`config.mk`:
```
export PLATFORM = sky130hd
export DESIGN_NAME = npu_act_pipe
export DESIGN_NICKNAME = d
export VERILOG_FILES = /design/src/rtl/npu_act_pipe.sv
export SDC_FILE = /design/constraint.sdc
export NUM_CORES = 1
export LEC_CHECK = 0
export CORE_MARGIN = 1
export CORE_UTILIZATION = 40
export DETAILED_ROUTE_END_ITERATION = 8
export GPL_TIMING_DRIVEN = 0
export PLACE_DENSITY_LB_ADDON = 0.05
export REMOVE_ABC_BUFFERS = 1
export SLEW_MARGIN = 30
export SYNTH_ARGS = -nofsm -noshare
export SYNTH_HDL_FRONTEND = slang
export SYNTH_SLANG_ARGS = --single-unit
export TNS_END_PERCENT = 30
```
`constraint.sdc`:
```
create_clock -name clk_i -period 2.3 [get_ports clk_i]
set_input_delay 0.69 -clock clk_i [delete_from_list [all_inputs] [get_ports clk_i]]
set_output_delay 0.69 -clock clk_i [all_outputs]
set_load 0.03 [all_outputs]
```
`src/rtl/npu_act_pipe.sv`:
```
// npu_act_pipe: two-stage signed fixed-point activation stage with a
// valid/ready handshake on both sides.
// Optional build macro NPU_ACT_ROUND_EN: the arithmetic right shifts used by
// the leaky and hard-sigmoid paths round half-up instead of truncating.
module npu_act_pipe #(
   parameter int DWidth     = 32,
   parameter int FracBits   = 16,
   parameter int LeakyShift = 3
) (
   input  logic              clk_i,
   input  logic              rst_i,
   input  logic [1:0]        type_i,
   input  logic              in_valid_i,
   output logic              in_ready_o,
   input  logic [DWidth-1:0] in_data_i,
   output logic              out_valid_o,
   input  logic              out_ready_i,
   output logic [DWidth-1:0] out_data_o,
   output logic              busy_o,
   output logic [15:0]       done_cnt_o
);

   typedef enum logic [1:0] {
      ACT_IDENT = 2'd0,
      ACT_RELU  = 2'd1,
      ACT_LEAKY = 2'd2,
      ACT_HSIG  = 2'd3
   } act_e;

   localparam logic signed [DWidth-1:0] One  = DWidth'(1) << FracBits;
   localparam logic signed [DWidth-1:0] Half = DWidth'(1) << (FracBits - 1);

   // Arithmetic right shift; optionally biased by half an LSB so it rounds half-up.
   function automatic logic signed [DWidth-1:0] asr(input logic signed [DWidth-1:0] v,
                                                    input int s);
      logic signed [DWidth-1:0] b;
`ifdef NPU_ACT_ROUND_EN
      b = v + (DWidth'(1) << (s - 1));
`else
      b = v;
`endif
      return b >>> s;
   endfunction

   // Stage-1 state
   logic                     s1_valid_q;
   logic signed [DWidth-1:0] s1_x_q;
   act_e                     s1_type_q;
   logic signed [DWidth-1:0] s1_leaky_q;
   logic signed [DWidth-1:0] s1_sig_q;
   logic                     s1_neg_q;

   // Stage-2 (output) state
   logic                     out_valid_q;
   logic [DWidth-1:0]        out_data_q;
   logic [15:0]              done_cnt_q;

   logic                     s1_en;
   logic                     s2_en;
   logic signed [DWidth-1:0] x_in;
   logic signed [DWidth-1:0] sig_sum;
   logic signed [DWidth-1:0] y_d;

   assign x_in  = $signed(in_data_i);
   // Stage 2 advances when empty or when the consumer takes its word;
   // stage 1 advances when empty or when stage 2 advances (bubble collapse).
   assign s2_en = !out_valid_q || out_ready_i;
   assign s1_en = !s1_valid_q || s2_en;

   assign in_ready_o  = s1_en;
   assign out_valid_o = out_valid_q;
   assign out_data_o  = out_data_q;
   assign busy_o      = s1_valid_q || out_valid_q;
   assign done_cnt_o  = done_cnt_q;

   // Stage-2 combinational select and hard-sigmoid clamp.
   always_comb begin
      sig_sum = s1_sig_q + Half;
      y_d     = s1_x_q;
      unique case (s1_type_q)
         ACT_IDENT: y_d = s1_x_q;
         ACT_RELU:  y_d = s1_neg_q ? '0 : s1_x_q;
         ACT_LEAKY: y_d = s1_neg_q ? s1_leaky_q : s1_x_q;
         ACT_HSIG: begin
            if (sig_sum < 0)
               y_d = '0;
            else if (sig_sum > One)
               y_d = One;
            else
               y_d = sig_sum;
         end
         default:   y_d = s1_x_q;
      endcase
   end

   // Stage 1: capture the word, its type and the pre-shifted terms on acceptance.
   always_ff @(posedge clk_i) begin
      if (rst_i) begin
         s1_valid_q <= 1'b0;
         s1_x_q     <= '0;
         s1_type_q  <= ACT_IDENT;
         s1_leaky_q <= '0;
         s1_sig_q   <= '0;
         s1_neg_q   <= 1'b0;
      end else if (s1_en) begin
         s1_valid_q <= in_valid_i;
         if (in_valid_i) begin
            s1_x_q     <= x_in;
            s1_type_q  <= act_e'(type_i);
            s1_leaky_q <= asr(x_in, LeakyShift);
            s1_sig_q   <= asr(x_in, 2);
            s1_neg_q   <= x_in[DWidth-1];
         end
      end
   end

   // Stage 2: register the selected result; holds while the consumer stalls.
   always_ff @(posedge clk_i) begin
      if (rst_i) begin
         out_valid_q <= 1'b0;
         out_data_q  <= '0;
      end else if (s2_en) begin
         out_valid_q <= s1_valid_q;
         if (s1_valid_q)
            out_data_q <= y_d;
      end
   end

   // Output transfer counter, wraps naturally at 16 bits.
   always_ff @(posedge clk_i) begin
      if (rst_i)
         done_cnt_q <= '0;
      else if (out_valid_q && out_ready_i)
         done_cnt_q <= done_cnt_q + 16'd1;
   end

endmodule

```
After elaboration in Yosys (flattened, before gate mapping)
Index checks and enable logic that the tools add are counted.
{"block": "totals", "ff_bits": 144, "out_inout_bits": 51}
{"block": "classes", "n_lt_le_gt_ge": 2, "n_eq_ne": 3, "muxes": 5, "add_sub_neg": 2, "reduce_logical": 9}
{"op": "$mux 32", "count": 4}
{"op": "$pmux 32 s4", "count": 1}
{"op": "$add 30x17->31 const B", "count": 1}
{"op": "$gt 31x18->1 const B", "count": 1}
{"op": "$lt 31x1->1 const B", "count": 1}
{"op": "$add 16x1->16 const B", "count": 1}
{"op": "$eq 2x2->1 const B", "count": 2}
{"op": "$reduce_and 2->1", "count": 2}
{"op": "$logic_or 1x1->1", "count": 3}
{"op": "$eq 2x1->1 const B", "count": 1}
{"op": "$logic_not 1->1", "count": 2}
{"op": "$logic_not 2->1", "count": 1}
{"op": "$logic_and 1x1->1", "count": 1}

Longest topological paths before layout
Gate-level depths: netlist (run 1).
{"block": "depth", "ltp_word": 5, "depth_mapped": 9}

Worst setup path before layout (run 1)
OpenSTA, ideal clock, no wires.
{"block": "synth_timing", "kind": "input to register", "from": "in out_ready_i", "to": "reg out_data_q[10], in the netlist out_data_o[10]", "t_arrival_ps": 2001, "stages": 9, "path_buffers": 3, "slack_ps": 225, "cell_sequence": "nor2b_1 > nor2b_1 > clkbuf_1 > nand3_1 > a2111oi_4 > nand4bb_1 > buf_6 > buf_12 > o22ai_2"}
{"block": "synth_between", "elab_chain_len": 2}
{"item": "start, declared", "line": "17", "rtl": "input logic out_ready_i,"}
{"item": "$logic_or 1x1->1", "line": "67", "rtl": "assign s2_en = !out_valid_q || out_ready_i;"}
{"item": "$reduce_and 2->1 (no source line)"}
{"item": "end signal, assigned", "line": "125", "rtl": "out_data_q <= y_d;"}
{"item": "end, declared", "line": "55", "rtl": "logic [DWidth-1:0] out_data_q;"}
No other way between the ends.
A chain may end at the register's enable or synchronous reset.

Final worst setup path (run 1)
{"block": "layout_timing", "from": "reg done_cnt_q[6], in the netlist done_cnt_o[6]", "to": "out done_cnt_o[6]"}
{"item": "start, declared", "line": "56", "rtl": "logic [15:0] done_cnt_q;"}
{"item": "start signal, assigned", "line": "134", "rtl": "done_cnt_q <= done_cnt_q + 16'd1;"}
{"item": "end, declared", "line": "20", "rtl": "output logic [15:0] done_cnt_o"}
No word-level cell between the ends.

==> out/qor.yml, run 1 <==
wl_per_cell_um: 15.2
ys_seq_area_share_pct: 43.8
gp_congestion: 0.761
drive_gt1_share_pct: 9.02
ir_worst_vdd_uv: 304
cts_buffers: 9
drv_slew: 0
async_reset_ff_share_pct: 0
synth_area_um2: 3840
fin_nets: 567
top_layer: "met4"
fin_ws_ns: 0.113
maxCapViolCount: 0
core_um2: 9280
area_growth_pct: 31.4
tightest_slew_ns: 0.769
rsz0062_at_grt: "false"
rows: 35
final_cells: 661
clock_latency_ns: 0.35
port_buffers: 88
start_util_pct: 41.4
cp_num_buf_inv: 1
diodes: 0
worstPathArrival_ns: 1.50
die_h_um: 100
wl_met2_mm: 4.86
wl_met3_um: 326
grt_max_degree: 58
min_path_type: "flop to flop"
grt_pass1_wl_mm: 16.3
ys_ff_latch: 84
crit_slowest_cell: "clkdlybuf4s50_1"
clk_pin_slew_ns: 0.08
p_leak_uw: 0.00176
n_fill_cell: 910
dp_hpwl_mm: 6.28
synthCells: 460
hold_ws_ns: 0.465
worstSetupPathType: "flop to primary output"
dpl.cell_count: 642
grtUsageTotal_pct: 20.5
ys_top_cells_by_area: "dfxtp_1 44%, nand2_1 7.9%, a21oi_1 5.7%"
required_ns: 1.61
synth_top_cell_by_area: "dfxtp_1"
worstPathMaxFanout: 7
relSlewSlack_pct: 48.4
yosysWarnings: 0
cts_tree: "yes"
status: "finished clean"
syn_area_per_cell_um2: 8.35
wirelength_mm: 10.0
crit_path_end_kind: "primary output"
first_global_vias: 3266
overflow: 0
ant_nets: 0
h-tree-depth: 3
dr.pass1.iters: 4
cp-start-kind: "flop"
wl_met1_mm: 4.72
yosysTopAreaCellShare_pct: 43.8
cts-root-buf: "clkbuf_8"
synth_edf_count: 0
routed-via-count: 3539
setup_viol: 0
ios: 89
hold_viol: 0
max_stage_delay_ns: 0.72
antenna_found_initial: 0
dp_slack_ns: -0.926
post-route-period-util_pct: 95.1
fin_skew_ns: 0.00948
placed_cell_area_um2: 4790
clock_path_buffers: 2
period_needed_ns: 2.19
fmax_mhz: 457
drcViolationCount: 0
cellPowerDensity_nw_per_um2: 632
die_w_um: 100
crit_family: "buffers and inverters"
cts.sinks: 84
die_area_um2: 10000
synth_cell_types: 49
dr.first_iter.drc_count: 158
viasPerCell: 5.35
final_util_pct: 54.4
postCtsHoldBufs: 0
final_cell_area_um2: 5050
synth-main-ff-cell: "dfxtp_1"
crit_path_cell_trace: "clkdlybuf4s50_1"
## flip-flops by register name (all words and copies together), names as in the netlist
signal / count
out_data_o: 32
s1_x_q: 32
done_cnt_o: 16
s1_type_q: 2
out_valid_o: 1
s1_valid_q: 1
## synthesized netlist by cell type, types with 4 or more instances
| library cell | number |
|---|---|
| mux2i_1 | 4 |
| o22ai_1 | 6 |
| nor2_1 | 35 |
| dfxtp_1 | 84 |
| clkbuf_1 | 28 |
| a221o_1 | 16 |
| nand3_1 | 6 |
| nand2_1 | 81 |
| nand4_1 | 8 |
| or3_1 | 6 |
| a221oi_1 | 11 |
| and4_1 | 4 |
| a21oi_1 | 44 |
| xor2_1 | 9 |
| o21ai_0 | 36 |
| xnor2_1 | 6 |
| nor3_1 | 17 |
| o22ai_2 | 10 |
## layer usage
layer,vias to the layer above,global-route usage [%]
li1,1787,-
met2,78,34.1
met3,10,2.92
met1,1664,27.2
met5,-,0
met4,0,7.58
## worst reg2reg max path: cells and delay by family (launching register included)
| family | cells | cell delay (ns) |
|---|---|---|
| compound gates | 4 | 0.77 |
| fa+ha+maj | 1 | 0.25 |
| buf+inv | 1 | 0.18 |
| flops | 1 | 0.39 |
| simple gates | 2 | 0.43 |
## kinds of logic after synthesis
kind of cell             Yosys count  synth area share (%)
buffers and inverters             40                  4.89
AND/OR/NAND/NOR                  179                  21.5
flip-flops                        84                  43.8
XOR/XNOR                          15                  3.42
multiplexers                       4                  1.04
adder cells (fa/ha/maj)            2                 0.651
AO/OA/AOI/OAI                    136                  24.7
## cell type report
cell class / instances / area (µm²) / area share (%)
multi-input combinational: 337 / 2030 / 40.2
sequential: 84 / 1680 / 33.3
timing repair buffer: 92 / 960 / 19.0
tap: 129 / 161 / 3.20
clock buffer: 12 / 155 / 3.07
clock inverter: 4 / 47.5 / 0.942
inverter: 3 / 11.3 / 0.223
## power by group
group	leakage, µW	total [µW]	internal, µW	switching, µW
sequential	0.000689	1610	1530	80.1
clock	0.000102	1080	559	517
combinational	0.000973	509	236	273
total	0.00176	3190	2320	870
## layout by cell type, fill, tap and decap left out, drive strengths merged, types with 2 or more instances in the layout
| cell type | count |
|---|---|
| dfxtp | 84 |
| clkdlybuf4s50 | 84 |
| nand2 | 82 |
| a21oi | 44 |
| o21ai | 37 |
| nor2 | 36 |
| nor3 | 17 |
| a221o | 16 |
| o22ai | 16 |
| clkbuf | 12 |
| a221oi | 11 |
| xor2 | 9 |
| nand4 | 8 |
| nand3 | 7 |
| xnor2 | 6 |
| or3 | 6 |
| buf | 6 |
| and4 | 4 |
| mux2i | 4 |
| inv | 3 |
| a41oi | 3 |
| nor4 | 3 |
| nand2b | 3 |
| and2 | 3 |
| nor2b | 2 |
| or2 | 2 |
| a211o | 2 |
| ha | 2 |
| clkinv | 2 |
| a21boi | 2 |
## per-stage QoR
stage | setup TNS [ns] | power (µW)
finish | 0 | 3190
global route | 0 | 3360
CTS | -0.00284 | 3230
detailed placement | -26.82 | 2140
global placement | -156.15 | 2120
floorplan | -16.92 | 1890
## what timing repair did
| item | in CTS | in global routing |
|---|---|---|
| pin swaps | 1 | 0 |
| resized for setup | 12 | 1 |
| endpoints found under the setup margin | 18 | 2 |
| buffers inserted | 2 | 0 |
| gates cloned | 0 | 1 |
## final timing paths
check,end,startpoint,slack (ns),cells past startpoint
min,out_data_o[31],out_data_o[31],0.46,2
max reg2reg,out_data_o[3],s1_x_q[17],0.21,8
max,done_cnt_o[6],done_cnt_o[6],0.11,1
min reg2reg,out_data_o[31],out_data_o[31],0.46,2
No activity file was read; power rests on OpenSTA's default activity.
==> inputs of run 2 (changes only) <==
- CORE_UTILIZATION: 40 -> 45
- CTS_CLUSTER_SIZE: not set -> 25
- DONT_BUFFER_PORTS: not set -> 1
==> run 2 against run 1 <==
Effect of this change:
- fmax rose by 2.7%
- critical path depth rose by 7
- non-clock buffer count fell by 89
- cell count fell by 17%
- clock power rose by 6%
- largest power group unchanged
- highest routed layer unchanged
==> out/qor.yml, run 2 (synthesis gave the netlist of run 1 again) <==
port_buffers: 0  # was 88
clock_path_buffers: 2  # unchanged
cts-root-buf: "clkbuf_8"  # unchanged
internal_power_uw: 2270  # was 2320 µW
status: "finished clean"  # unchanged
gp_congestion: 0.764  # was 0.761
combPwrFrac_pct: 8.5  # was 15.9%
dp_hpwl_mm: 5.84  # was 6.28 mm
ant_nets: 0  # unchanged
min_path_type: "input port to flop"  # was flop to flop
crit_path_end_kind: "flop"  # was primary output
start_util_pct: 46.5  # was 41.4%
p_leak_uw: 0.00141  # was 0.00176 µW
top_layer: "met4"  # unchanged
area_growth_pct: 7.23  # was 31.4%
wirelength_mm: 9.68  # was 10.0 mm
grt_pass1_wl_mm: 15.7  # was 16.3 mm
dp_slack_ns: -0.462  # was -0.926 ns
rows: 33  # was 35
period_needed_ns: 2.13  # was 2.19 ns
ir_worst_vdd_uv: 363  # was 304 µV
fin_nets: 478  # was 567
overflow: 0  # unchanged
tightest_slew_ns: 0.740  # was 0.769 ns
required_ns: 2.58  # was 1.61 ns
maxCapViolCount: 0  # unchanged
post-route-period-util_pct: 92.6  # was 95.1%
wl_met2_mm: 4.38  # was 4.86 mm
hold_viol: 0  # unchanged
fmax_mhz: 470  # was 457 MHz
cellPowerDensity_nw_per_um2: 752  # was 632 nW/µm²
postCtsHoldBufs: 0  # unchanged
fin_ws_ns: 0.170  # was 0.113 ns
core_um2: 8260  # was 9280 µm²
worstPathArrival_ns: 2.41  # was 1.50 ns
setup_viol: 0  # unchanged
worstSetupPathType: "flop to flop"  # was flop to primary output
power_switching_uw: 823  # was 870 µW
clock_latency_ns: 0.35  # about the same
first_global_vias: 2952  # was 3266
wl_met1_mm: 4.50  # was 4.72 mm
power_frac_seq_pct: 54.5  # was 50.4%
final_cell_area_um2: 4120  # was 5050 µm²
routed-via-count: 3245  # was 3539
mostFrequentLayoutCell: "dfxtp_1"
power_uw: 3100  # was 3190 µW
relSlewSlack_pct: 50.4  # was 48.4%
h-tree-depth: 3  # unchanged
rsz0062_at_grt: "false"  # unchanged
drv_slew: 0  # unchanged
cts_tree: "yes"  # unchanged
switching_share_pct: 26.6  # was 27.3%
diodes: 0  # unchanged
wl_met3_um: 665  # was 326 µm
final_cell_mix: "83 x dfxtp_1, 80 x nand2_1, 44 x a21oi_1"  # was 84 x dfxtp_1, 84 x clkdlybuf4s50_1, 79 x nand2_1
drcViolationCount: 0  # unchanged
antenna_found_initial: 0  # unchanged
die_area_um2: 8910  # was 10000 µm²
n_fill_cell: 843  # was 910
die_w_um: 94.4  # was 100 µm
cts_buffers: 9  # unchanged
grt_max_degree: 86  # was 58
power_frac_clock_pct: 37.0  # was 33.7%
viasPerCell: 5.94  # was 5.35
grtUsageTotal_pct: 22.8  # was 20.5%
drive_gt1_share_pct: 9.75  # was 9.02%
cts.sinks: 84  # unchanged
wl_per_cell_um: 17.7  # was 15.2 µm
ios: 89  # unchanged
dr.first_iter.drc_count: 141  # was 158
die_h_um: 94.4  # was 100 µm
clk_pin_slew_ns: 0.08  # about the same
worstPathMaxFanout: 16  # was 7
placed_cell_area_um2: 3850  # was 4790 µm²
cp-start-kind: "flop"  # unchanged
fin_skew_ns: 0.00974  # was 0.00948 ns
dr.pass1.iters: 4  # unchanged
-- run 2: power groups by stage --
stage | Clock, µW | Combinational [µW] | Sequential (µW)
4_1_cts | 1170 | 264 | 1690
2_1_floorplan | 0 | 199 | 1690
6_report | 1150 | 262 | 1690
3_5_place_dp | 0 | 257 | 1720
3_3_place_gp | 0 | 243 | 1720
5_1_grt | 1220 | 297 | 1700
-- run 2: cell type report --
cell class                      count  area, µm²  area share [%]
Clock buffer                       12        145            3.52
Clock inverter                      2       60.1            1.46
Inverter                            3       11.3           0.273
Multi-Input combinational cell    337       2030            49.4
Sequential cell                    84       1680            40.9
Tap cell                          105        131            3.19
Timing Repair Buffer                3       55.1            1.34
-- run 2: metal layers --
metal | vias to the layer above | GRT usage (%)
met4 | 0 | 8.08
met2 | 90 | 35.3
met1 | 1534 | 30.8
li1 | 1611 | -
met5 | - | 0
met3 | 10 | 5.48
-- run 2: final timing paths --
check	cells past startpoint	slack (ns)	start	endpoint
setup / recovery	8	0.17	s1_x_q[17]	out_data_o[0]
hold / removal	1	0.40	rst_i	s1_x_q[12]
setup reg to reg	8	0.17	s1_x_q[17]	out_data_o[0]
hold reg to reg	2	0.46	s1_x_q[1]	s1_x_q[1]
-- run 2: what timing repair did --
item                                    CTS  global route
endpoints found under the setup margin   19            23
gates resized for setup                   3             3
gates cloned                              1             0
buffers inserted                          2             0
-- run 2: critical path, cell delays in order, from the launching register on --
cell	delay [ns]
dfxtp_1	0.40
ha_1	0.26
and2_1	0.20
a311oi_1	0.26
a41oi_1	0.08
a211o_1	0.33
nand4bb_4	0.24
buf_12	0.18
o22ai_1	0.11
-- run 2: stage by stage --
stage | setup TNS (ns) | hold WS [ns] | cells | util [%]
2_1_floorplan | -16.92 | 0.440 | 423 | -
3_3_place_gp | -58.17 | 0.454 | 528 | 46.0
3_5_place_dp | -7.75 | 0.454 | 529 | 46.6
4_1_cts | 0 | 0.387 | 546 | 49.8
5_1_grt | 0 | 0.382 | 546 | 49.9
6_report | 0 | 0.396 | 546 | 49.9
